`config.mk`:
```
export PLATFORM = sky130hd
export DESIGN_NAME = e203_exu_fpu_as_arb
export DESIGN_NICKNAME = d
export VERILOG_FILES = /design/src/rtl/e203_exu_fpu_as_arb.sv
export SDC_FILE = /design/constraint.sdc
export NUM_CORES = 1
export LEC_CHECK = 0
export CAP_MARGIN = 20
export CORE_AREA = 2 2 108 110
export CTS_BUF_LIST = sky130_fd_sc_hd__clkbuf_2 sky130_fd_sc_hd__clkbuf_4 sky130_fd_sc_hd__clkbuf_8
export CTS_CLUSTER_SIZE = 25
export DETAILED_ROUTE_END_ITERATION = 16
export DIE_AREA = 0 0 110 112
export DONT_BUFFER_PORTS = 1
export PLACE_DENSITY = 0.68
export REMOVE_ABC_BUFFERS = 1
export SLEW_MARGIN = 20
export SYNTH_ARGS = -nofsm -noshare
export SYNTH_HDL_FRONTEND = slang
export SYNTH_SLANG_ARGS = --single-unit
export TNS_END_PERCENT = 100
```
`constraint.sdc`:
```
create_clock -name clk -period 1.8 [get_ports clk]
set_input_delay 0.36 -clock clk [delete_from_list [all_inputs] [get_ports clk]]
set_output_delay 0.36 -clock clk [all_outputs]
set_load 0.005 [all_outputs]
```
`src/rtl/e203_exu_fpu_as_arb.sv`:
```
// Round-robin arbiter and sequencer for the shared FP add/sub unit.
// One operation in flight; timeout recovers from a hung unit.
module e203_exu_fpu_as_arb #(
    parameter int NREQ    = 2,
    parameter int IDW     = 1,
    parameter int TIMEOUT = 64,
    parameter int CNTW    = 7
) (
    input  logic              clk,
    input  logic              rst,
    input  logic [NREQ-1:0]   req_valid,
    output logic [NREQ-1:0]   req_ready,
    input  logic [NREQ*32-1:0] req_rs1,
    input  logic [NREQ*32-1:0] req_rs2,
    input  logic [NREQ-1:0]   req_sub,
    output logic              rsp_valid,
    input  logic              rsp_ready,
    output logic [IDW-1:0]    rsp_id,
    output logic [31:0]       rsp_wdat,
    output logic [1:0]        rsp_ovf,
    output logic              rsp_err,
    output logic              as_i_valid,
    input  logic              as_i_ready,
    output logic [31:0]       as_rs1,
    output logic [31:0]       as_rs2,
    input  logic              as_o_valid,
    output logic              as_o_ready,
    input  logic [31:0]       as_o_wdat,
    input  logic [1:0]        as_o_ovf
);

    typedef enum logic [1:0] {
        IDLE = 2'd0,
        BUSY = 2'd1,
        RESP = 2'd2
    } state_t;

    state_t          state, state_n;
    logic [IDW-1:0]  rr, rr_n;
    logic [CNTW-1:0] timer, timer_n;
    logic [31:0]     rs1_n, rs2_n, wdat_n;
    logic [IDW-1:0]  id_n;
    logic [1:0]      ovf_n;
    logic            err_n;

    logic [31:0]     rs1_a [NREQ];
    logic [31:0]     rs2_a [NREQ];
    logic            found;
    logic [IDW-1:0]  gnt;
    logic [IDW:0]    sum;
    logic [IDW:0]    nxt;

    // The unit raises as_i_ready together with as_o_valid, so it carries no news.
    logic unused_as_i_ready;
    assign unused_as_i_ready = as_i_ready;

    for (genvar i = 0; i < NREQ; i++) begin : g_unpack
        assign rs1_a[i] = req_rs1[32*i +: 32];
        assign rs2_a[i] = req_rs2[32*i +: 32];
    end

    assign as_i_valid = (state == BUSY);
    assign as_o_ready = (state == BUSY);
    assign rsp_valid  = (state == RESP);

    always_comb begin
        state_n   = state;
        rr_n      = rr;
        timer_n   = timer;
        rs1_n     = as_rs1;
        rs2_n     = as_rs2;
        id_n      = rsp_id;
        wdat_n    = rsp_wdat;
        ovf_n     = rsp_ovf;
        err_n     = rsp_err;
        req_ready = '0;
        found     = 1'b0;
        gnt       = '0;
        sum       = '0;
        nxt       = '0;
        // Cyclic search starting at the round-robin pointer.
        for (int k = 0; k < NREQ; k++) begin
            sum = {1'b0, rr} + (IDW+1)'(k);
            if (sum >= (IDW+1)'(NREQ)) begin
                sum = sum - (IDW+1)'(NREQ);
            end
            if (!found && req_valid[sum[IDW-1:0]]) begin
                found = 1'b1;
                gnt   = sum[IDW-1:0];
            end
        end
        unique case (state)
            IDLE: begin
                if (found && !rst) begin
                    req_ready[gnt] = 1'b1;
                    rs1_n   = rs1_a[gnt];
                    rs2_n   = {rs2_a[gnt][31] ^ req_sub[gnt],
                               rs2_a[gnt][30:0]};
                    id_n    = gnt;
                    nxt     = {1'b0, gnt} + (IDW+1)'(1);
                    if (nxt >= (IDW+1)'(NREQ)) begin
                        nxt = '0;
                    end
                    rr_n    = nxt[IDW-1:0];
                    timer_n = '0;
                    state_n = BUSY;
                end
            end
            BUSY: begin
                timer_n = timer + CNTW'(1);
                if (as_o_valid) begin
                    wdat_n  = as_o_wdat;
                    ovf_n   = as_o_ovf;
                    err_n   = 1'b0;
                    state_n = RESP;
                end else if (timer == CNTW'(TIMEOUT-1)) begin
                    wdat_n  = '0;
                    ovf_n   = 2'b00;
                    err_n   = 1'b1;
                    state_n = RESP;
                end
            end
            RESP: begin
                if (rsp_ready) begin
                    state_n = IDLE;
                end
            end
            default: state_n = IDLE;
        endcase
    end

    always_ff @(posedge clk) begin
        if (rst) begin
            state    <= IDLE;
            rr       <= '0;
            timer    <= '0;
            as_rs1   <= '0;
            as_rs2   <= '0;
            rsp_id   <= '0;
            rsp_wdat <= '0;
            rsp_ovf  <= '0;
            rsp_err  <= 1'b0;
        end else begin
            state    <= state_n;
            rr       <= rr_n;
            timer    <= timer_n;
            as_rs1   <= rs1_n;
            as_rs2   <= rs2_n;
            rsp_id   <= id_n;
            rsp_wdat <= wdat_n;
            rsp_ovf  <= ovf_n;
            rsp_err  <= err_n;
        end
    end

endmodule

```
; Word-level counts from Yosys, hierarchy flattened
; Cells that the tools add are included.
[classes]
n_addsub = 5
magnitude_cmp = 8
eq_ne = 6
n_mux = 36
bitwise_logic = 2
reduce_logical = 12
[op_table]
columns = op, n
row1 = $mux W32, 8
row2 = $mux W1, 16
row3 = $mux W2, 8
row4 = $pmux W7 S2, 1
row5 = $add A7 B1 Y7 const B, 1
row6 = $eq A7 B6 Y1 const B, 1
row7 = $mux W7, 1
row8 = $ge A2 B2 Y1 const B, 3
row9 = $lt A1 B2 Y1 const B, 3
row10 = $pmux W2 S3, 1
row11 = $reduce_and A2 Y1, 3
row12 = $add A1 B1 Y2 const B, 2
row13 = $reduce_bool A2 Y1, 2
row14 = $logic_and A1 B1 Y1, 3
row15 = $ne A3 B1 Y1 const B, 1
row16 = $reduce_and A3 Y1, 1
row17 = $eq A2 B1 Y1 const B, 1
row18 = $eq A2 B2 Y1 const B, 1
row19 = $ge A1 B2 Y1 const B, 1
row20 = $logic_not A1 Y1, 2
row21 = $logic_not A2 Y1, 1
row22 = $ne A2 B1 Y1 const B, 1
row23 = $ne A2 B2 Y1 const B, 1
row24 = $not A1 Y2, 1
row25 = other kinds (4), 5
[totals]
register_bits = 110
output_inout_bits = 105

; Logic depth before layout (Yosys ltp)
[logic_depth]
ltp_word = 14
depth_mapped = 6

; Worst setup path before layout
; No wires, ideal clock.
[synth_timing]
path_type = input-to-output
start = in req_valid[1]
end = out req_ready[0]
t_arrival_ps = 1194
t_required_ps = 1440
slack_ps = 246
stages = 6
cell_sequence = buf_2 > or2_2 > buf_2 > buf_2 > nand2_1 > a21oi_1
[synth_via]
elab_chain_cells = 12
[synth_rtl]
columns = element, line
row1 = "start, declared", 11  ; input logic [NREQ-1:0] req_valid,
row2 = $mux W1 (not written as such) (2 in a row), 87  ; if (!found && req_valid[sum[IDW-1:0]]) begin
row3 = $mux W1, 87
row4 = $logic_not A1 Y1, 87
row5 = $logic_and A1 B1 Y1, 87
row6 = $mux W1, 87
row7 = $lt A1 B2 Y1 (not written as such) or $ge A1 B1 Y1 (tied branches), 95  ; req_ready[gnt] = 1'b1;
row8 = $logic_and A1 B1 Y1 (not written as such), 95
row9 = $mux W1 (not written as such), 95
row10 = $demux W1 S1, 95
row11 = $mux W2 *, 94  ; if (found && !rst) begin
row12 = $mux W2 *, 92  ; unique case (state)
row13 = "end, declared", 12  ; output logic [NREQ-1:0] req_ready,
; Mark *: on every way between the ends. The rest lies on a longest branch, timed or not. The select of a mux whose other input is x is not followed.

; Worst setup path in the final report
[layout_timing]
start = reg state[0]
end = out req_ready[0]
[layout_via]
elab_chain_cells = 2
[layout_rtl]
columns = element, line
row1 = "start, declared", 38  ; state_t state, state_n;
row2 = "start signal, assigned", 144  ; state <= state_n;
row3 = $logic_not A2 Y1, 92
row4 = $mux W2, 92
; Every way passes these cells.

==> impl_metrics.py <==
metrics = {
    "status": {
        "outcome": "finished clean",
    },
    "placed_design": {
        "io_buffers": 0,
        "dp.cells": 687,
        "gp_congestion": 0.8005,
        "post-place-ws_ns": 0.1643,
        "dp_hpwl_um": 10040,
        "place_area_um2": 5121,
    },
    "route": {
        "viasPerCell": 6.751,
        "route.vias.total": 4753,
        "wirelength_um": 15260,
        "wl_per_cell_um": 21.68,
        "antenna_left": 0,
        "drt_pre_antenna_iters": 4,
        "drc": 0,
        "first_iter_violations": 503,
    },
    "setup_path": {
        "crit_path_end_kind": "primary output",
        "worst-setup-path-type": "register to primary output",
        "startpoint_type": "register",
        "cp.required_ns": 1.44,
        "arrival_ns": 1.32,
        "crit_path_end": "req_ready[0]",
        "path_max_fanout": 6,
        "cp-startpoint": "state[0]",
        "r2r-end": "rsp_wdat[9]",
        "worst-r2r-cell-count": 5,
        "timing.rr.start": "timer[0]",
        "ff2ff_setup_slack_ns": 0.12,
    },
    "job": {
        "cap_violations": 0,
    },
    "pwr": {
        "powerDensity_nw_per_um2": 965.2,
        "ir_drop_mv": 0.4567,
        "p_int_mw": 3.587,
        "finalPower_mw": 5.135,
        "comb_power_share_pct": 17.7,
        "p_leak_nw": 1.655,
        "clockPowerShare_pct": 27.4,
        "power_switching_mw": 1.548,
        "p_seq_share_pct": 54.9,
        "switching_share_pct": 30.15,
    },
    "synth": {
        "synth_simple_gate_area_share_pct": 9.815,
        "synth_edf_count": 0,
        "async_flop_share_pct": 0,
        "yosys-mux-area-fraction_pct": 0,
        "yosys_warnings": 0,
        "synth_top_family_by_area": "compound AO/OA/AOI/OAI gates",
        "yosys.area.top_type": "dfxtp_1",
        "ys_seq_area_share_pct": 43.40,
        "ys_types": 41,
        "synth_area_per_cell_um2": 8.345,
        "yosys.area_share.adder_pct": 0.2466,
        "synthFlopType": "dfxtp_1",
        "syn_inst": 608,
        "ys_ff_latch": 110,
        "synth.cell_area_um2": 5074,
        "yosysMostFrequentCell": "a21oi_1",
        "synth_compound_area_share_pct": 38.57,
        "synth_top_cell_area_share_pct": 43.40,
        "synthXorXnorAreaFrac_pct": 0.3453,
        "synth.area.top_cells": "dfxtp_1 43%, a21oi_1 13%, a311oi_1 11%",
        "synth_common_cells": "136 x a21oi_1, 110 x dfxtp_1, 69 x nand3_1",
    },
    "sta": {
        "finalCriticalPeriod_ns": 1.677,
        "setup_viol": 0,
        "fmax_mhz": 596.3,
        "maxSlewHeadroom_pct": 76.21,
        "drv_slew": 0,
        "rsz0062_at_grt": "false",
        "tightestPinTransition_ns": 0.3569,
        "holdWs_ns": 0.05644,
        "worst_slack_ns": 0.1231,
        "period_share_pct": 93.16,
        "finalSetupTns_ns": 0,
        "finClkSkew_ns": 0.007220,
        "hold_violations": 0,
    },
    "worst_hold_path": {
        "hp-class": "primary input to register",
        "holdCritStartpoint": "rst",
        "holdPathStages": 1,
    },
    "cells_and_area": {
        "area_delta_synth_final_pct": 4.858,
        "n_antenna_cell": 0,
        "drive_gt1_share_pct": 7.487,
        "nets": 728,
        "nFillCells": 1090,
        "final_util_pct": 47.61,
        "final_area_um2": 5320,
        "instances_no_fill": 704,
    },
    "global_routing": {
        "antenna_found_initial": 0,
        "overflow": 0,
        "grt_max_degree": 111,
        "grt_first_pass_wirelength_um": 23310,
        "track_usage_pct": 23.70,
        "grt_pass1_vias": 4503,
    },
    "cts": {
        "cts_root_buffer": "clkbuf_8",
        "cts_tree": "built",
        "numCtsBuffers": 9,
        "clock-sinks": 110,
        "clk_pin_slew_ns": 0.09,
        "clk_latency_ns": 0.37,
        "htreeDepth": 3,
        "clk_path_buf_depth": 2,
    },
    "die": {
        "core_area_um2": 11170,
        "num_rows": 39,
        "die-area_um2": 12320,
        "die_w_um": 110,
        "start_util_pct": 45.40,
        "io_pins": 276,
        "die_y_um": 112,
    },
}
[power by group through the flow]
stage | clock network, mW | logic (mW) | registers, mW
final | 1.41 | 0.911 | 2.82
after CTS | 1.44 | 0.916 | 2.82
after global placement | 0 | 0.864 | 2.87
after floorplan | 0 | 0.627 | 2.82
after detailed placement | 0 | 0.911 | 2.87
after global routing | 1.54 | 1.02 | 2.85
[routing by layer]
layer / track usage (%) / routed length, um / vias up
met1: 26.65 / 5744 / 2247
met2: 40.29 / 7506 / 252
met3: 8.958 / 1756 / 21
met5: 0 / 0 / -
met4: 8.608 / 255 / 0
li1: - / - / 2233
[state kept, by name, indices dropped and copies added, names as in the netlist]
name      cells
rsp_err       1
as_rs2       32
as_rs1       32
rsp_ovf       2
timer         7
rsp_wdat     32
rsp_id        1
state         2
rr            1
[worst max-delay path, stage by stage, from the launching register on]
cell     delay, ns
dfxtp_1       0.32
buf_4         0.16
nor3_4        0.21
nand2_1       0.13
a21oi_2       0.14
[how the worst min path moves through the flow]
| stage | end | slack [ns] |
|---|---|---|
| 2_1_floorplan | rsp_id | 0.43 |
| 3_3_place_gp | rsp_wdat[19] | 0.44 |
| 3_5_place_dp | timer[4] | 0.44 |
| 4_1_cts | timer[4] | 0.03 |
| 5_1_grt | rsp_wdat[19] | 0.02 |
| 6_report | rsp_wdat[3] | 0.06 |
[cells by family after synthesis]
logic type / Yosys count
adder cells (fa/ha/maj): 1
AND/OR/NAND/NOR: 94
buffers and inverters: 85
XOR/XNOR: 2
AO/OA/AOI/OAI: 316
flip-flops: 110
[what timing repair did]
action	4_1_cts	5_1_grt
gates resized for setup	1	2
hold buffers	0	0
pin swaps	1	0
setup buffers	1	0
setup endpoints to repair	3	3
hold endpoints to repair	0	0
[area by class of cell]
cell class                      count  area (um2)  area share [%]
Clock buffer                       11       151.4           2.846
Tap cell                          143       178.9           3.363
Clock inverter                      5       33.78          0.6350
Multi-Input combinational cell    413        2507           47.13
Timing Repair Buffer               17       227.7           4.280
Inverter                            5       18.77          0.3528
Sequential cell                   110        2202           41.39
[cells in the final DEF (no fill, tap or decap), drive strengths merged, types with 4 or more instances in the layout]
master	Yosys	layout
a211oi	35	35
a21oi	136	136
a311oi	64	64
buf	41	17
clkbuf	39	11
clkinv	1	4
dfxtp	110	110
inv	4	4
nand2	5	5
nand3	69	69
nor2	4	4
o21ai	66	66
o31ai	4	4
Note: power is estimated with default switching activity, not from simulation.
